--- src/rtl/uart_tx_fifo.sv ---
// uart_tx_fifo: host write FIFO, baud tick generator and 8N1 serialiser.
// Optional even-parity bit between data and stop: `define UART_TX_PARITY_EN.
module uart_tx_fifo #(
  parameter int DBIT    = 8,
  parameter int SB_TICK = 16,
  parameter int DVSR    = 163,
  parameter int FIFO_W  = 2
) (
  input  logic            i_clk,
  input  logic            i_reset,
  input  logic            i_wr_uart,
  input  logic [DBIT-1:0] i_w_data,
  output logic            o_tx_full,
  output logic            o_tx_empty,
  output logic            o_tx_busy,
  output logic            o_tx_done_tick,
  output logic            o_tx
);

  localparam int DEPTH = 2 ** FIFO_W;
  localparam int BW    = (DVSR > 1) ? $clog2(DVSR) : 1;
  localparam int SMAX  = (SB_TICK > 16) ? SB_TICK : 16;
  localparam int SW    = $clog2(SMAX);
  localparam int NW    = (DBIT > 1) ? $clog2(DBIT) : 1;

  localparam logic [FIFO_W-1:0] PONE = 1;

`ifdef UART_TX_PARITY_EN
  typedef enum logic [2:0] {
    IDLE,
    START,
    DATA,
    PARITY,
    STOP
  } state_t;
`else
  typedef enum logic [2:0] {
    IDLE,
    START,
    DATA,
    STOP
  } state_t;
`endif

  state_t state;

  logic [DBIT-1:0]   mem [DEPTH];
  logic [FIFO_W-1:0] wptr;
  logic [FIFO_W-1:0] rptr;
  logic [FIFO_W-1:0] wnext;
  logic [FIFO_W-1:0] rnext;
  logic              full;
  logic              empty;
  logic              wr_en;
  logic              rd_en;
  logic [DBIT-1:0]   head;

  logic [BW-1:0]     cnt;
  logic              tick;

  logic [SW-1:0]     s;
  logic [NW-1:0]     n;
  logic [DBIT-1:0]   shreg;
  logic [DBIT-1:0]   shnext;
  logic              tx;
  logic              done;
`ifdef UART_TX_PARITY_EN
  logic              par;
`endif

  assign wnext  = wptr + PONE;
  assign rnext  = rptr + PONE;
  assign wr_en  = i_wr_uart & ~full;
  assign rd_en  = (state == IDLE) & ~empty;
  assign head   = mem[rptr];
  assign shnext = shreg >> 1;
  assign tick   = (state != IDLE) &&
                  (cnt == BW'(DVSR - 1));

  // FIFO storage: written only when not full
  always_ff @(posedge i_clk) begin
    if (wr_en)
      mem[wptr] <= i_w_data;
  end

  // FIFO pointers and registered full/empty flags
  always_ff @(posedge i_clk or negedge i_reset) begin
    if (!i_reset) begin
      wptr  <= '0;
      rptr  <= '0;
      full  <= 1'b0;
      empty <= 1'b1;
    end else begin
      case ({wr_en, rd_en})
        2'b10: begin
          wptr  <= wnext;
          empty <= 1'b0;
          full  <= (wnext == rptr);
        end
        2'b01: begin
          rptr  <= rnext;
          full  <= 1'b0;
          empty <= (rnext == wptr);
        end
        2'b11: begin
          wptr <= wnext;
          rptr <= rnext;
        end
        default: ;
      endcase
    end
  end

  // Baud counter: parked at 0 in IDLE so the start bit is full length
  always_ff @(posedge i_clk or negedge i_reset) begin
    if (!i_reset)
      cnt <= '0;
    else if (state == IDLE || tick)
      cnt <= '0;
    else
      cnt <= cnt + BW'(1);
  end

  // Serialiser FSM; the line value is registered with the next state
  always_ff @(posedge i_clk or negedge i_reset) begin
    if (!i_reset) begin
      state <= IDLE;
      s     <= '0;
      n     <= '0;
      shreg <= '0;
      tx    <= 1'b1;
      done  <= 1'b0;
`ifdef UART_TX_PARITY_EN
      par   <= 1'b0;
`endif
    end else begin
      done <= 1'b0;
      unique case (state)
        IDLE: begin
          if (!empty) begin
            shreg <= head;
            s     <= '0;
            tx    <= 1'b0;
            state <= START;
`ifdef UART_TX_PARITY_EN
            par   <= ^head;
`endif
          end
        end
        START: begin
          if (tick) begin
            if (s == SW'(15)) begin
              s     <= '0;
              n     <= '0;
              tx    <= shreg[0];
              state <= DATA;
            end else begin
              s <= s + SW'(1);
            end
          end
        end
        DATA: begin
          if (tick) begin
            if (s == SW'(15)) begin
              s     <= '0;
              shreg <= shnext;
              if (n == NW'(DBIT - 1)) begin
`ifdef UART_TX_PARITY_EN
                tx    <= par;
                state <= PARITY;
`else
                tx    <= 1'b1;
                state <= STOP;
`endif
              end else begin
                n  <= n + NW'(1);
                tx <= shnext[0];
              end
            end else begin
              s <= s + SW'(1);
            end
          end
        end
`ifdef UART_TX_PARITY_EN
        PARITY: begin
          if (tick) begin
            if (s == SW'(15)) begin
              s     <= '0;
              tx    <= 1'b1;
              state <= STOP;
            end else begin
              s <= s + SW'(1);
            end
          end
        end
`endif
        STOP: begin
          if (tick) begin
            if (s == SW'(SB_TICK - 1)) begin
              s     <= '0;
              done  <= 1'b1;
              state <= IDLE;
            end else begin
              s <= s + SW'(1);
            end
          end
        end
        default: begin
          tx    <= 1'b1;
          state <= IDLE;
        end
      endcase
    end
  end

  assign o_tx_full      = full;
  assign o_tx_empty     = empty;
  assign o_tx_busy      = (state != IDLE);
  assign o_tx_done_tick = done;
  assign o_tx           = tx;

endmodule
--- config.mk ---
export PLATFORM = sky130hd
export DESIGN_NAME = uart_tx_fifo
export DESIGN_NICKNAME = d
export VERILOG_FILES = /design/src/rtl/uart_tx_fifo.sv
export SDC_FILE = /design/constraint.sdc
export NUM_CORES = 1
export LEC_CHECK = 0
export CAP_MARGIN = 40
export CELL_PAD_IN_SITES_DETAIL_PLACEMENT = 0
export CELL_PAD_IN_SITES_GLOBAL_PLACEMENT = 1
export CORE_UTILIZATION = 45
export DETAILED_ROUTE_END_ITERATION = 12
export GPL_TIMING_DRIVEN = 0
export PLACE_DENSITY = 0.83
export SYNTH_ARGS = -nofsm -noshare
export SYNTH_HDL_FRONTEND = slang
export SYNTH_SLANG_ARGS = --single-unit
--- constraint.sdc ---
create_clock -name i_clk -period 2.3 [get_ports i_clk]
set_clock_uncertainty 0.2 [all_clocks]
set_input_delay 0.46 -clock i_clk [delete_from_list [all_inputs] [get_ports i_clk]]
set_output_delay 0.46 -clock i_clk [all_outputs]
set_load 0.02 [all_outputs]
==> results of run 1 <==
state kept, by name (all words and copies together), names as in the netlist:
signal,flops
n,3
wptr,2
state,2
o_tx_done_tick,1
mem,32
o_tx_empty,1
o_tx,1
cnt,8
s,4
shreg,8
o_tx_full,1
rptr,2
critical path: cells and delay by family (launching register included):
family | cells | cell delay (ps)
buffers and inverters | 3 | 510
adders and majority gates | 1 | 260
DFF | 1 | 420
area by class of cell:
type / count / area, µm² / share of cell area
Timing Repair Buffer: 20 / 196.4 / 0.05495
Inverter: 11 / 41.29 / 0.01155
Sequential cell: 65 / 1789 / 0.5005
Multi-Input combinational cell: 133 / 1174 / 0.3283
Clock inverter: 7 / 125.1 / 0.03500
Clock buffer: 9 / 123.9 / 0.03465
Tap cell: 77 / 96.34 / 0.02695
Buffer: 5 / 28.78 / 0.008050
worst max path at each step:
stage                               from                    end  slack (ps)  cells past startpoint
finish              state[0]$_DFFE_PN0P_              o_tx_busy         110                      4
global route        state[0]$_DFFE_PN0P_   shreg[4]$_DFFE_PN0P_          20                      7
CTS                 state[0]$_DFFE_PN0P_   shreg[4]$_DFFE_PN0P_          70                      7
detailed placement             i_wr_uart  o_tx_full$_DFFE_PN0P_        -120                      6
global placement                 i_reset    rptr[1]$_DFFE_PN0P_        -150                      1
floorplan           state[0]$_DFFE_PN0P_   shreg[0]$_DFFE_PN0P_         170                      6
repair_timing:
item / CTS / global route
gates resized for setup: 3 / 0
pin swaps: 2 / 2
endpoints found under the setup margin: 9 / 10
hold buffers: 1 / 0
hold endpoints to repair: 13 / 0
setup buffers: 2 / 2
stage by stage:
step / power (mW) / setup slack [ps] / std cells
2_1_floorplan: 1.635 / 169.4 / 215
3_3_place_gp: 1.745 / -149.7 / 307
3_5_place_dp: 1.754 / -123.8 / 307
4_1_cts: 2.956 / 65.82 / 326
5_1_grt: 3.042 / 15.81 / 327
6_report: 2.923 / 111.9 / 327
power groups by stage:
stage,clock network [mW],registers (mW),logic [mW]
after detailed placement,0,1.43,0.324
after floorplan,0,1.42,0.215
after global placement,0,1.42,0.321
after global routing,1.27,1.42,0.354
after CTS,1.22,1.41,0.327
final,1.20,1.40,0.316
cell families (layout without fill, tap and decap cells):
family	Yosys count	count (layout)	share of synthesized area
AO/OA/AOI/OAI	22	22	0.05157
AND/OR/NAND/NOR	60	60	0.1110
buffers and inverters	17	52	0.02392
flip-flops	65	65	0.5899
multiplexers	24	24	0.1271
XOR/XNOR	12	12	0.03465
adder cells (fa/ha/maj)	15	15	0.06188
cells in the mapped netlist, drive strengths merged, types with 5 or more instances:
master	number
edfxtp	32
dfrtp	31
ha	15
mux2	15
nand2	14
nand3	13
nor2	12
inv	11
mux4	8
xor2	8
o21ai	7
and2	5
per-layer routing:
metal | wire length, µm | part of all wire
met1 | 2353 | 0.49
met2 | 2201 | 0.46
met3 | 136 | 0.028
met4 | 135 | 0.028
met5 | 0 | 0
==> run summary, run 1 <==
The run finished, with violations left. The checks that failed: design-rule violations. The detail-routed via count per cell works out to 5.303.

The fraction of registers with async set or reset after synthesis works out to 0.5077. For the worst setup slack for register-to-register paths, the log shows 120 ps. The transition time of the tightest slew-check pin was 734.1 ps. The global-route track usage on met2 was 0.2377. IR analysis of the VDD net gives a maximum drop of 0.6491 mV. Port buffering added 15 buffers. The total power density per cell area works out to 817.6 nW/µm². The share of total power in the clock network came out at 0.411. The top cell type by total area after synthesis is sky130_fd_sc_hd__edfxtp_1. For this run, the leading register cell type out of synthesis is sky130_fd_sc_hd__edfxtp_1. The total setup violations reported at the end of the flow is 0.

The global-route congestion overflow total is 0. The most numerous cell type found on the critical path is sky130_fd_sc_hd__inv_1. The internal cell power is 2.231 mW, and the post-synthesis register bit count is 65.

Ranked by total cell area, the synthesized netlist is headed by sky130_fd_sc_hd__edfxtp_1, sky130_fd_sc_hd__dfrtp_1, sky130_fd_sc_hd__ha_1, sky130_fd_sc_hd__mux4_2, sky130_fd_sc_hd__mux2_4. The share of the cycle needed by the critical path after routing was 0.9513; the buffer depth of the longest clock path was 2. In the routed design, unresolved DRC markers number 2. Number of fill cells: 531. The worst register-to-register path ends at shreg[5]$_DFFE_PN0P_.

Across all hold checks on the routed design, the worst slack comes to 285.1 ps. Once detailed placement completed, the half-perimeter wirelength came to 3236 µm. TritonCTS built the clock tree. At the worst endpoint, the arrival time is 1530 ps. The number of core rows is 29. The number of max-cap violations is 0. For the clock latency at the later pin of the worst-skew pair, the log shows 350 ps. Share of cells above drive strength 1: 0.2160. The pin count of the biggest net entering global routing is 34, and the I/O pin count is 16.

In this run the worst path has a maximum fanout of 5. The logs give 0.5106 for the relative max-transition margin and 457.0 MHz for the maximum achievable frequency. For the initial antenna violation count, the log shows 0.

In the final timing run, aggregate negative setup slack is 0 ps. In this run the static leakage power is 1.444 nW. Most crowded layer after global routing: met2. For the worst setup path, the data required time is 1640 ps.

The core region is 6422 µm². The met1 track utilization from global routing was 0.1975. The H-tree generated during clock tree synthesis spans 3 levels. The proportion of total power due to net switching came out at 0.2367. The worst setup path is captured at a primary output.

The library cells used most frequently in the layout, excluding fill and tap cells, are sky130_fd_sc_hd__edfxtp_1, sky130_fd_sc_hd__dfrtp_1, sky130_fd_sc_hd__nand2_1, sky130_fd_sc_hd__ha_1, sky130_fd_sc_hd__clkdlybuf4s50_1. The tightest min-delay check is of the flop to flop type. The worst setup path is of the flop to primary output kind.

The cell count after synthesis was 215; the total net switching power was 0.6919 mW. The total count of max-transition violations in the final report came out at 0. The end of the worst hold path is s[3]$_DFFE_PN0P_.

The cell with the biggest individual delay on the critical path is sky130_fd_sc_hd__dfrtp_1. The first routing iteration left 78 violations. The count of flip-flops with a built-in enable after synthesis was 32; the final critical-path required period was 2188 ps. The number of antenna diodes in the final layout is 0. With fillers left out, the area of the finished cells amounts to 3575 µm². The startpoint identified for the worst hold timing path is s[3]$_DFFE_PN0P_. The stage delay of the slowest cell on the critical path works out to 420 ps. The root buffer cell chosen for the clock tree is sky130_fd_sc_hd__clkbuf_8. The critical path goes through inv_1 > ha_2 > inv_1 > dlygate4sd2_1. The logs give 0.03561 for the met3 track demand over resource in global routing and 0.480 for the part of the total power dissipated in sequential elements.

The logs give 7072 µm² for the overall die area and 271 for the number of nets in the layout. The count of unique library cells instantiated by Yosys was 40. Cell depth of the worst hold path: 1. The wire length per cell after detailed routing was 14.76 µm; the wire length of the first global-routing pass was 8155 µm. Clock tree synthesis found a total of 65 sinks.

The length in cells of the worst reg-to-reg path came out at 7. The all-layer global routing usage is 0.1540, and the area of the mapped netlist is 3033 µm². The worst setup path is launched from a flop. The relative contribution of combinational cells to total power is 0.108, and the area overhead of the layout relative to synthesis is 17.86%. Setup repair after global routing left no endpoint under its margin.

A synthesized cell averages 14.11 µm². The routed design has 4826 µm of wire. The via count of the first global-routing pass was 1,708; the remaining antenna violation count after routing was 0. Clock-pin slew was measured on the worst setup and hold paths at 70 ps. The number of hold violations in the final report came out at 0. From left edge to right edge, the die measures 84.10 µm. For the starting utilization of the core area, the log shows 0.4722. Leaving out fill and tap cells, the most frequent cell in the layout is sky130_fd_sc_hd__edfxtp_1. The area fraction of the dominant cell type after synthesis is 0.3168.

The detailed router placed 1,734 vias in this run. In this run the cell area measured after placement is 3274 µm². The Yosys step of the flow raised 0 warnings. The logs give 241 for the number of nets in the synthesized netlist and 0.7238 for the placer's final routability congestion estimate.

Number of buffers added by the clock tree synthesis step: 9. The sequential cell area fraction in the yosys report came out at 0.5899. The start of the worst register-to-register path was state[0]$_DFFE_PN0P_. The detailed-routing iteration count for the pre-antenna-repair pass is 8. From bottom edge to top edge, the die measures 84.10 µm. The final design utilization is 0.5566.
(Power assumes the default switching activity.)
==> inputs of run 2 (changes only) <==
==> config.mk (replaced) <==
export PLATFORM = sky130hd
export DESIGN_NAME = uart_tx_fifo
export DESIGN_NICKNAME = d
export VERILOG_FILES = /design/src/rtl/uart_tx_fifo.sv
export SDC_FILE = /design/constraint.sdc
export NUM_CORES = 1
export LEC_CHECK = 0
export CAP_MARGIN = 25
export CELL_PAD_IN_SITES_DETAIL_PLACEMENT = 0
export CELL_PAD_IN_SITES_GLOBAL_PLACEMENT = 1
export CORE_UTILIZATION = 50
export DETAILED_ROUTE_END_ITERATION = 12
export GPL_TIMING_DRIVEN = 0
export PLACE_DENSITY = 0.87
export SYNTH_ARGS = -nofsm -noshare
export SYNTH_HDL_FRONTEND = slang
export SYNTH_SLANG_ARGS = --single-unit
==> constraint.sdc (replaced) <==
create_clock -name i_clk -period 2.4 [get_ports i_clk]
set_clock_uncertainty 0.2 [all_clocks]
set_input_delay 0.48 -clock i_clk [delete_from_list [all_inputs] [get_ports i_clk]]
set_output_delay 0.48 -clock i_clk [all_outputs]
set_load 0.02 [all_outputs]
==> run 2 against run 1 <==
Against the previous run: the flow finishes with violations (negative hold slack); sequential cell count unchanged; cell count is 0.31% lower; wire length is 0.37% higher; first-iteration DRC count rose by 62%; register-to-register slack about the same.
==> run summary, run 2 (synthesized netlist as in run 1, its figures left out) <==
The run gives 3272 µm² (about the same) as the standard cell area after detailed placement. The largest register by flop count is mem. The proportion of total power due to net switching came out at 0.2355 (-0.001270).

Data arrival time of the worst path: 2310 ps (+780 ps). Relative max-transition margin: 0.5142 (+0.003550). By startpoint and endpoint, the worst setup path is classified as flop to flop. Setup repair after global routing left no endpoint under its margin. Static leakage: 1.444 nW (about the same). Leaving out fill and tap cells, the most frequent cell in the layout is sky130_fd_sc_hd__edfxtp_1. The tools report the total count of max-transition violations in the final report as 0 (unchanged).

For the met3 track demand over resource in global routing, the log shows 0.05143 (+0.01582). The run gives 0.6584 mW (-4.8%) as the total net switching power. Leaving out fill and tap cells, the most frequent cells in the layout are sky130_fd_sc_hd__edfxtp_1, sky130_fd_sc_hd__dfrtp_1, sky130_fd_sc_hd__nand2_1, sky130_fd_sc_hd__ha_1, sky130_fd_sc_hd__clkdlybuf4s50_1. The clock-pin slew on the worst setup and hold paths works out to 80 ps (about the same). The number of nets in the layout is 272 (+0.37%), and the share of the cycle needed by the critical path after routing is 0.9558. The run gives 0.1722 (+0.01821) as the all-layer global routing usage. The worst setup path is launched from a flop. The run gives 330 ps (-20 ps) as the clock latency at the later pin of the worst-skew pair. The largest fanout of any net on the critical path works out to 8 (+3).

The cell chosen for the clock root was sky130_fd_sc_hd__clkbuf_8. The worst path required time was 2420 ps (+780 ps). The detailed-routing iteration count for the pre-antenna-repair pass was 4 (-4).

For the total via count after detailed routing, the log shows 1,717 (-0.98%). For the placed wire-length estimate, the log shows 3293 µm (+1.8%). The tightest min-delay check is of the primary input to async pin type.

For the number of core rows, the log shows 28 (-3.4%). Flip-flop count of the largest register, all copies and words added: 32 (unchanged). The run gives 0 (unchanged) as the total setup violations reported at the end of the flow.

The number of DRC markers after the initial detailed-route iteration was 126 (+62%); the number of buffers added by the clock tree synthesis step was 9 (unchanged). The run gives 1 (+1) as the number of hold violations in the final report. The final critical-path required period works out to 2294 ps.

The overall power of the completed layout was 2.796 mW (-4.3%). The x dimension of the die is 79.89 µm (-5.0%), and the part of the total power dissipated in sequential elements is 0.481 (about the same). The count of clock tree sinks is 65 (unchanged), and the final hold slack is -1.289 ps (-286.4 ps). The share of total power in the clock network was 0.410 (about the same). The number of inserted diodes came out at 0 (unchanged). The detail-routed via count per cell was 5.267 (-0.68%); the maximum achievable frequency was 435.9 MHz. For the total length of routed wires, the log shows 4844 µm (+0.37%). The area overhead of the layout relative to synthesis is 17.82% (about the same). The final reports fail on negative hold slack. Transition time of the tightest slew-check pin: 728.7 ps (-5.325 ps).

The sum of negative setup slack is 0 ps (unchanged), and the starting utilization of the core area is 0.5153 (+0.04307). The run gives 2.138 mW (-4.2%) as the internal cell power. The logs give 6382 µm² (-9.8%) for the overall die area and 0.109 (about the same) for the relative contribution of combinational cells to total power. The run finished, with violations left. The met1 track utilization from global routing came out at 0.2189 (+0.02144).

The tools report the summed area of non-filler cells in the final layout as 3573 µm² (about the same). For the placeable core region, the log shows 5886 µm² (-8.4%). For the wire length of the first global-routing pass, the log shows 7969 µm (-2.3%). TritonCTS built the clock tree. The initial antenna violation count is 0 (unchanged), and the share of cells above drive strength 1 is 0.2191 (+0.003124).

The global-route congestion overflow total is 0 (unchanged), and the pin count of the biggest net entering global routing is 34 (unchanged). The logs give 16 (unchanged) for the I/O pin count and 0 (unchanged) for the remaining antenna violation count after routing. Most crowded layer after global routing: met2. The logs give 0 (-2) for the number of remaining DRC errors and 451 (-15%) for the number of fill cells. The logs give 1,685 (-1.3%) for the via count of the first global-routing pass and 0 (-1) for the count of hold buffers inserted by post-cts repair. The worst supply voltage drop on vdd was 0.6824 mV (+5.1%); the placer's final routability congestion estimate was 0.7225 (-0.18%). The final design utilization was 0.6071 (+0.05055); the vertical die dimension was 79.89 µm (-5.0%).

In the final layout, the registers with the most flip-flops are mem (32), cnt (8), shreg (8). The global-route track usage on met2 is 0.2778 (+0.04007), and the port buffer count is 15 (unchanged). The run gives 2 (unchanged) as the buffer depth of the longest clock path. The maximum level of the CTS H-tree came out at 3 (unchanged). The nature of the critical path endpoint is a flop.

The number of max-cap violations came out at 0 (unchanged). The wire length per cell after detailed routing was 14.86 µm (+0.68%); the total power density per cell area was 782.5 nW/µm² (-4.3%).
[run 2: cell count changes in the layout (fill, tap and decap cells not counted)]
cell                            change
sky130_fd_sc_hd__buf_4              +1
sky130_fd_sc_hd__dlygate4sd3_1      -1
sky130_fd_sc_hd__clkbuf_1           +1
[run 2: power by group through the flow]
stage	clock network (mW)	registers (mW)	logic, mW
floorplan	0	1.36	0.206
global placement	0	1.36	0.306
detailed placement	0	1.37	0.316
CTS	1.17	1.35	0.317
global route	1.21	1.36	0.350
finish	1.15	1.35	0.305
[run 2: final timing paths]
path,start,endpoint,slack [ps],cells past startpoint
worst max-delay path,state[0]$_DFFE_PN0P_,shreg[0]$_DFFE_PN0P_,110,7
worst max register to register,state[0]$_DFFE_PN0P_,shreg[0]$_DFFE_PN0P_,110,7
max in group asynchronous,i_reset,wptr[0]$_DFFE_PN0P_,1530,1
min in group i_clk,s[3]$_DFFE_PN0P_,s[3]$_DFFE_PN0P_,300,1
worst min-delay path,i_reset,n[2]$_DFFE_PN0P_,-1,1
worst min register to register,s[3]$_DFFE_PN0P_,s[3]$_DFFE_PN0P_,300,1
[run 2: area by class of cell]
cell class	instances	area, µm²	area share
multi-input combinational	133	1174	0.3284
clock inverter	7	125.1	0.03501
inverter	11	41.29	0.01155
buffer	6	32.53	0.009104
clock buffer	9	123.9	0.03466
timing repair buffer	20	193.9	0.05427
sequential	65	1789	0.5007
tap	75	93.84	0.02626
[run 2: worst max-delay path: stages (launching register included)]
cell and delay [ps]:
sky130_fd_sc_hd__dfrtp_1 400, sky130_fd_sc_hd__inv_1 90, sky130_fd_sc_hd__ha_2 240, sky130_fd_sc_hd__nor4b_4 420, sky130_fd_sc_hd__nand3_4 180, sky130_fd_sc_hd__o21ai_4 200
sky130_fd_sc_hd__buf_12 150, sky130_fd_sc_hd__mux2_4 300
[run 2: metal layers]
metal  routed length, µm  vias up  share of wire
met2                2397       23           0.49
met1                2262      845           0.47
li1                    -      843              -
met3                 134        6          0.028
met5                   0        -              0
met4                  49        0          0.010
[run 2: stage by stage]
stage / worst slack (ps) / instances
floorplan: 269.4 / 215
global placement: -10.47 / 305
detailed placement: -133.6 / 305
CTS: 19.25 / 321
global route: 5.353 / 326
finish: 106.0 / 326
[run 2: timing repair]
action                     CTS  global route
gates resized for setup      2             1
setup buffers                0             5
pin swaps                    0             3
setup endpoints to repair    2            10
